$ cat src/rtl/monochrome_pipe.sv
// monochrome_pipe
//   Three-stage monochrome/tint video filter. It computes a fixed-point luma
//   from RGB and then applies a tint selected by the latched mode. Sync and
//   blank travel with the pixel, so they leave aligned with the data that
//   came in beside them.
// Ports
//   clk, reset        system clock, synchronous active-high reset
//   ce                pixel clock enable; every register holds while ce=0
//   mode_in           requested mode (0 pass, 1 green, 2 amber, 3 white,
//                     4 sepia, 5-7 pass)
//   ri/gi/bi          colour in, CW bits per channel
//   hsync_in/vsync_in/blank_in  timing in
//   ro/go/bo          colour out, 3 ce-cycles after input
//   hsync_out/vsync_out/blank_out  timing out, same 3 ce-cycle delay
//   mode_active       mode currently applied to newly accepted pixels
module monochrome_pipe #(
   parameter int CW         = 8,
   parameter int KR         = 80,
   parameter int KG         = 144,
   parameter int KB         = 32,
   parameter int FRAME_SYNC = 1
) (
   input  logic          clk,
   input  logic          reset,
   input  logic          ce,
   input  logic [2:0]    mode_in,
   input  logic [CW-1:0] ri,
   input  logic [CW-1:0] gi,
   input  logic [CW-1:0] bi,
   input  logic          hsync_in,
   input  logic          vsync_in,
   input  logic          blank_in,
   output logic [CW-1:0] ro,
   output logic [CW-1:0] go,
   output logic [CW-1:0] bo,
   output logic          hsync_out,
   output logic          vsync_out,
   output logic          blank_out,
   output logic [2:0]    mode_active
);

   localparam int PW = CW + 8;
   localparam int SW = CW + 10;

   // Per-pixel side data carried unchanged through stages 1 and 2.
   typedef struct packed {
      logic [CW-1:0] r;
      logic [CW-1:0] g;
      logic [CW-1:0] b;
      logic [2:0]    mode;
      logic          hs;
      logic          vs;
      logic          bl;
   } side_t;

   side_t         s1, s2;
   logic [PW-1:0] pr, pg, pb;
   logic [CW-1:0] gray;
   logic          vsync_prev;

   logic [SW-1:0] sum, sh;
   logic [CW-1:0] gray_n;
   logic [CW:0]   sep_r;
   logic [CW-1:0] r_n, g_n, b_n;

   // Coefficients sum to 256, but a custom set can exceed it, so the luma is
   // clamped to full scale rather than wrapped.
   always_comb begin
      sum    = SW'(pr) + SW'(pg) + SW'(pb);
      sh     = sum >> 8;
      gray_n = (sh > SW'(2**CW - 1)) ? '1 : sh[CW-1:0];
   end

   always_comb begin
      sep_r = {1'b0, gray} + {3'b000, gray[CW-1:2]};
      r_n   = s2.r;
      g_n   = s2.g;
      b_n   = s2.b;
      unique case (s2.mode)
         3'd1: begin r_n = '0;   g_n = gray;                  b_n = '0;   end
         3'd2: begin r_n = gray; g_n = {1'b0, gray[CW-1:1]};  b_n = '0;   end
         3'd3: begin r_n = gray; g_n = gray;                  b_n = gray; end
         3'd4: begin
            r_n = sep_r[CW] ? '1 : sep_r[CW-1:0];
            g_n = gray;
            b_n = gray - {2'b00, gray[CW-1:2]};
         end
         default: ;
      endcase
      if (s2.bl) begin
         r_n = '0;
         g_n = '0;
         b_n = '0;
      end
   end

   always_ff @(posedge clk) begin
      if (reset) begin
         s1          <= '0;
         s2          <= '0;
         pr          <= '0;
         pg          <= '0;
         pb          <= '0;
         gray        <= '0;
         vsync_prev  <= 1'b0;
         mode_active <= '0;
         ro          <= '0;
         go          <= '0;
         bo          <= '0;
         hsync_out   <= 1'b0;
         vsync_out   <= 1'b0;
         blank_out   <= 1'b0;
      end else if (ce) begin
         // The mode update lands together with stage 1 capturing the old
         // mode_active, so a pixel is never processed under a mixed mode.
         vsync_prev <= vsync_in;
         if (FRAME_SYNC == 0 || (vsync_in && !vsync_prev))
            mode_active <= mode_in;

         pr <= PW'(ri) * PW'(KR);
         pg <= PW'(gi) * PW'(KG);
         pb <= PW'(bi) * PW'(KB);
         s1 <= '{r: ri, g: gi, b: bi, mode: mode_active,
                 hs: hsync_in, vs: vsync_in, bl: blank_in};

         gray <= gray_n;
         s2   <= s1;

         ro        <= r_n;
         go        <= g_n;
         bo        <= b_n;
         hsync_out <= s2.hs;
         vsync_out <= s2.vs;
         blank_out <= s2.bl;
      end
   end

endmodule

$ cat config.mk
export PLATFORM = sky130hd
export DESIGN_NAME = monochrome_pipe
export DESIGN_NICKNAME = d
export VERILOG_FILES = /design/src/rtl/monochrome_pipe.sv
export SDC_FILE = /design/constraint.sdc
export NUM_CORES = 1
export LEC_CHECK = 0
export CAP_MARGIN = 5
export CORE_AREA = 10 10 170 172
export DETAILED_ROUTE_END_ITERATION = 7
export DIE_AREA = 0 0 180 182
export PLACE_DENSITY_LB_ADDON = 0.05
export SETUP_SLACK_MARGIN = 0.15
export SKIP_LAST_GASP = 1
export SYNTH_ARGS = -nofsm -noshare
export SYNTH_HDL_FRONTEND = slang
export SYNTH_SLANG_ARGS = --single-unit
$ cat constraint.sdc
create_clock -name clk -period 5.2 [get_ports clk]
set_input_delay 0.52 -clock clk [delete_from_list [all_inputs] [get_ports clk]]
set_output_delay 0.52 -clock clk [all_outputs]
set_load 0.01 [all_outputs]
==> flow_metrics.env, run 1 <==
export IMPL_antenna_found_initial=0
export IMPL_final_cell_mix="dfxtp_1 (116), nor2_1 (101), mux2i_1 (73), clkdlybuf4s50_1 (60)"
export IMPL_grt_pass1_vias=5006
export IMPL_cp_data_arrival_time_ns=3.02
export IMPL_ctsHoldBuffers=0
export IMPL_ant_nets=0
export IMPL_synth_top_family_by_area="compound AO/OA/AOI/OAI gates"
export IMPL_hold_viol=0
export IMPL_synth_flop_cell="dfxtp_1"
export IMPL_clock_sinks=116
export IMPL_cts_htree_levels=4
export IMPL_fin_tns_setup_ns=0
export IMPL_die_area_um2=32800
export IMPL_fmax_mhz=360
export IMPL_start_util_pct=24.6
export IMPL_max_cap_viol_count=0
export IMPL_synth_area_per_cell_um2=9.18
export IMPL_port_buffers=62
export IMPL_synth_xor_xnor_area_share_pct=2.64
export IMPL_cp_end_kind="register"
export IMPL_area_growth_pct=24.0
export IMPL_worstPathRequired_ns=5.44
export IMPL_slew_viol_final=0
export IMPL_syn_inst=687
export IMPL_drt_total_wl_mm=19.4
export IMPL_fin_crit_sh_pct=53.4
export IMPL_core_um2=25600
export IMPL_finalSetupViolCount=0
export IMPL_syn_nets=778
export IMPL_overflow=0
export IMPL_min_path_type="reg -> reg"
export IMPL_grt_pass1_wl_mm=30.5
export IMPL_wl_per_cell_um=18.0
export IMPL_grt_usage_pct=11.8
export IMPL_rsz0062_at_grt="false"
export IMPL_dieHeight_um=182
export IMPL_path_class="reg -> reg"
export IMPL_synth_compound_area_share_pct=16.6
export IMPL_cts_tree="built"
export IMPL_utilization_pct=30.5
export IMPL_clockBufferDepth=2
export IMPL_ys_async_sr_fraction_pct=0
export IMPL_synth_edff_count=0
export IMPL_synth_adder_area_share_pct=13.6
export IMPL_cts_setup_buffers=0
export IMPL_antenna_cells=0
export IMPL_synth_cell_types=63
export IMPL_slew_headroom_pct=31.5
export IMPL_place_congestion=0.797
export IMPL_fill_cells=2694
export IMPL_cts_buffers_inserted=17
export IMPL_power_mw=2.68
export IMPL_critPathLaunchType="register"
export IMPL_viasPerCell=4.71
export IMPL_drt_initial_drc_count=294
export IMPL_final_common_cell="dfxtp_1"
export IMPL_ir_drop_mv=0.147
export IMPL_power_density_nw_per_um2=343
export IMPL_grt_max_degree=73
export IMPL_yosys_warnings=0
export IMPL_power_leakage_nw=3.26
export IMPL_cts_root_buffer="clkbuf_16"
export IMPL_std_cell_rows=59
export IMPL_tightest_slew_ns=1.02
export IMPL_fin_skew_ns=0.00930
export IMPL_syn_cell_area_um2=6300
export IMPL_worstHoldStart="go[5]"
export IMPL_clkLatencyLatePin_ns=0.42
export IMPL_num_vias=5088
export IMPL_cp_max_fo=7
export IMPL_synth_seq_cells=116
export IMPL_first_pass_iters=4
export IMPL_synthSimpleGateAreaFrac_pct=13.9
export IMPL_drcViolationCount=0
export IMPL_fin_nets=824
export IMPL_dieWidth_um=180
export IMPL_rr_startpoint="s1[16]"
export IMPL_cp_startpoint="s1[16]"
export IMPL_num_io_pins=63
export IMPL_synthMuxAreaShare_pct=12.1
export IMPL_layout_drive_gt1_share_pct=7.24
export IMPL_ys_seq_area_share_pct=36.8
export IMPL_dp_hpwl_mm=14.4
export IMPL_cts_resized=0
export IMPL_path_clk_slew_ns=0.06
export IMPL_status="complete, no violations"
export IMPL_finalCriticalPeriod_ns=2.78
-- kinds of logic after synthesis --
| logic type | count (synthesis) |
|---|---|
| adder cells (fa/ha/maj) | 62 |
| AND/OR/NAND/NOR | 198 |
| XOR/XNOR | 19 |
| AO/OA/AOI/OAI | 151 |
| buffers and inverters | 65 |
| multiplexers | 76 |
| flip-flops | 116 |
-- area by class of cell --
class | instances | area [um2] | share of cell area, %
flip-flops and latches | 116 | 2320 | 29.7
clock buffers | 17 | 425 | 5.44
clock inverters | 15 | 196 | 2.51
well taps | 335 | 419 | 5.36
repair buffers | 66 | 646 | 8.26
multi-input cells | 506 | 3710 | 47.5
inverters | 26 | 97.6 | 1.25
-- per-stage QoR --
stage	setup WS [ns]	instance area [um2]	cells	hold slack [ns]
floorplan	2.82	6300	687	0.432
global placement	2.19	7200	1049	0.450
detailed placement	2.19	7200	1049	0.459
CTS	2.37	7820	1081	0.469
global route	2.24	7820	1081	0.481
finish	2.42	7820	1081	0.463
-- final timing paths --
check | endpoint | slack (ns) | cells past startpoint
max | gray[4] | 2.42 | 8
min | go[5] | 0.46 | 2
max reg2reg | gray[4] | 2.42 | 8
min reg2reg | go[5] | 0.46 | 2
-- report_power, final --
| part | internal, mW | total (mW) | switching, mW |
|---|---|---|---|
| logic | 0.196 | 0.441 | 0.245 |
| clock network | 0.768 | 1.25 | 0.478 |
| registers | 0.936 | 0.994 | 0.0577 |
| total | 1.90 | 2.68 | 0.781 |
-- layer usage --
layer | vias up | track usage [%] | share of wire, %
met4 | 0 | 3.41 | 0.82
met2 | 82 | 18.7 | 46
met1 | 2445 | 15.8 | 50
li1 | 2552 | - | -
met3 | 9 | 2.58 | 3.7
met5 | - | 0 | 0
-- cells in the mapped netlist, drive strengths merged, types with 4 or more instances --
cell    count  area [um2]
a211oi      6        45.0
a21o       15         113
a21oi      42         210
a221oi      7        61.3
a31oi       5        31.3
buf        24         118
clkbuf     15        56.3
dfxtp     116        2320
fa         12         240
ha         46         576
inv        25        93.8
maj3        4        40.0
mux2i      73         731
nand2      46         173
nand2b      5        31.3
nand3      15        75.1
nand4       4        25.0
nor2      102         390
nor2b       7        43.8
nor3        5        36.3
o211ai      7        52.6
o21ai      29         149
o221a       7        78.8
xnor2      12         105
xor2        7        61.3
-- flip-flops by register name, summed over array words and instances (netlist names), 8 cells and up --
signal  flops
go          8
s1         21
pb          8
gray        8
bo          8
ro          8
pr          9
s2         30
pg          9
-- critical path: stages (launching register included) --
cell	delay, ns
dfxtp_1	0.53
fa_1	0.48
ha_1	0.30
a41o_1	0.27
o221ai_2	0.22
o21ai_2	0.12
a311oi_2	0.35
o211a_4	0.25
a221oi_1	0.09
(Power assumes the default switching activity.)
==> run 2: changes to the inputs <==
Clock period 5.2 ns to 2.9 ns, I/O delays scaled along.
==> run 2 against run 1 <==
Against the previous run:
- clock-buffer cell count is 2 higher
- clock power is 69% higher
- die area stayed put
- sequential share of layout area is 0.43 points lower
- clock skew is 0.0041 ns higher
- maximum frequency is 6.1% higher
- largest cell class unchanged
- highest routed layer unchanged
==> flow_metrics.env, run 2 (synthesis results as in run 1) <==
export IMPL_drt_initial_drc_count=273
export IMPL_hold_end="ro[6]"
export IMPL_wl_per_cell_um=17.9
export IMPL_dp_cells=1066
export IMPL_antenna_found_initial=0
export IMPL_place_worst_setup_slack_ns=0.0928
export IMPL_fill_cells=2690
export IMPL_drcViolationCount=0
export IMPL_core_um2=25600
export IMPL_largest_register="s2"
export IMPL_overflow=0
export IMPL_slew_headroom_pct=53.9
export IMPL_switchingPower_mw=1.36
export IMPL_path_delay_family="compound AO/OA/AOI/OAI gates"
export IMPL_use_met3_pct=2.15
export IMPL_std_cell_rows=59
export IMPL_cp_end_kind="register"
export IMPL_cts_root_buffer="clkbuf_16"
export IMPL_min_path_cells=4
export IMPL_power_leakage_nw=3.33
export IMPL_worstPathRequired_ns=3.15
export IMPL_grt_pass1_wl_mm=30.9
export IMPL_grtUsageMet1_pct=15.8
export IMPL_num_vias=5072
export IMPL_largest_register_ff_count=30
export IMPL_antenna_cells=0
export IMPL_status="complete, no violations"
export IMPL_clock_sinks=116
export IMPL_layout_drive_gt1_share_pct=9.31
export IMPL_fmax_mhz=382
export IMPL_multi_input_area_um2=3720
export IMPL_cts_tree="built"
export IMPL_fin_tns_setup_ns=0
export IMPL_fin_skew_ns=0.0134
export IMPL_power_density_nw_per_um2=594
export IMPL_slew_viol_final=0
export IMPL_power_mw=4.71
export IMPL_grt_busiest_layer="met2"
export IMPL_dieWidth_um=180
export IMPL_rr_worst_depth=8
export IMPL_ff_latch_area_um2=2320
export IMPL_first_pass_iters=4
export IMPL_r2r_end="gray[1]"
export IMPL_port_buffers=62
export IMPL_cts_htree_levels=4
export IMPL_drt_total_wl_mm=19.6
export IMPL_stdcell_count=1098
export IMPL_fin_nets=841
export IMPL_max_cap_viol_count=0
export IMPL_start_util_pct=24.6
export IMPL_cp_data_arrival_time_ns=2.87
export IMPL_path_class="reg -> reg"
export IMPL_final_common_cell="dfxtp_1"
export IMPL_area_growth_pct=25.8
export IMPL_viasPerCell=4.62
export IMPL_final_cell_mix="dfxtp_1 (116), nor2_1 (101), mux2i_1 (73), clkdlybuf4s50_1 (60)"
export IMPL_place_congestion=0.806
export IMPL_swShare_pct=28.9
export IMPL_min_path_type="in -> reg"
export IMPL_power_frac_comb_pct=17.8
export IMPL_seqPwrFrac_pct=37.5
export IMPL_setup_slack_ns=0.282
export IMPL_dp_hpwl_mm=14.9
export IMPL_rr_startpoint="pb[6]"
export IMPL_tightest_slew_ns=0.689
export IMPL_finalCriticalPeriod_ns=2.62
export IMPL_rsz0062_at_grt="false"
export IMPL_path_buf_inv=0
export IMPL_clockBufferDepth=2
export IMPL_ant_nets=0
export IMPL_power_internal_mw=3.35
export IMPL_top_regs="s2 (30), s1 (21)"
export IMPL_ctsHoldBuffers=0
export IMPL_rrSetupSlack_ns=0.28
export IMPL_clkLatencyLatePin_ns=0.41
export IMPL_grt_pass1_vias=5116
export IMPL_clkPwrFrac_pct=44.8
export IMPL_cts_buffers_inserted=17
export IMPL_grt_usage_pct=12.0
export IMPL_finalSetupViolCount=0
export IMPL_dieHeight_um=182
export IMPL_critPathLaunchType="register"
export IMPL_path_cells="fa_1 -> ha_1 -> a41o_1 -> o221ai_2 -> o21ai_2 -> a311oi_2 -> o211a_4 -> a221oi_1"
export IMPL_die_area_um2=32800
export IMPL_use_met2_pct=19.5
export IMPL_path_clk_slew_ns=0.06
export IMPL_num_io_pins=63
export IMPL_cp_max_fo=7
export IMPL_worst_path_max_delay_cell="fa_1"
export IMPL_grt_max_degree=86
export IMPL_ir_drop_mv=0.332
export IMPL_fin_crit_sh_pct=90.3
export IMPL_worstHoldStart="reset"
export IMPL_hold_viol=0
export IMPL_cp_slowest_stage_delay_ns=0.45
-- run 2: cell count changes in the layout (fill, tap and decap cells not counted), sizes merged --
cell | previous run | this run
clkinvlp | 1 | 3
bufinv | 3 | 2
clkbuf | 17 | 19
inv | 31 | 28
buf | 6 | 23
-- run 2: stage by stage --
| step | utilization (%) | hold slack (ns) | area (um2) |
|---|---|---|---|
| after floorplan | - | 0.432 | 6300 |
| after global placement | 28.6 | 0.446 | 7340 |
| after detailed placement | 28.6 | 0.452 | 7340 |
| after CTS | 30.9 | 0.213 | 7930 |
| after global routing | 31.0 | 0.241 | 7930 |
| final | 31.0 | 0.251 | 7930 |
-- run 2: timing repair --
action | 4_1_cts | 5_1_grt
buffers inserted | 0 | 0
resized for setup | 0 | 1
setup endpoints to repair | 0 | 1
-- run 2: layout make-up --
cell class / count / share of cell area, %
multi-input combinational: 506 / 46.8
sequential: 116 / 29.3
timing repair buffer: 83 / 9.91
clock buffer: 19 / 5.58
tap: 335 / 5.28
clock inverter: 13 / 1.88
inverter: 26 / 1.23
-- run 2: metal layers --
layer	part of all wire, %	vias up
met5	0	-
met4	0.60	0
met3	3.3	6
met2	47	65
met1	49	2420
li1	-	2581
-- run 2: worst reg2reg max path, stage by stage (launching register included) --
cell and delay (ns):
dfxtp_1 0.39, fa_1 0.45, ha_1 0.31, a41o_1 0.27, o221ai_2 0.23, o21ai_2 0.13
a311oi_2 0.35, o211a_4 0.26, a221oi_1 0.09
-- run 2: worst max-delay path by stage --
stage,startpoint,endpoint,cells past startpoint
finish,pb[6],gray[1],8
global route,pb[6],gray[1],8
CTS,pr[6],gray[1],8
detailed placement,gi[4],pg[14],10
global placement,gi[4],pg[14],10
floorplan,pr[11],gray[1],8
-- run 2: power by group through the flow --
stage / Sequential [mW] / Clock [mW] / Combinational (mW)
after floorplan: 1.78 / 0 / 0.558
after global placement: 1.80 / 0 / 0.840
after detailed placement: 1.80 / 0 / 0.845
after CTS: 1.77 / 2.19 / 0.851
after global routing: 1.78 / 2.25 / 0.931
final: 1.77 / 2.11 / 0.837
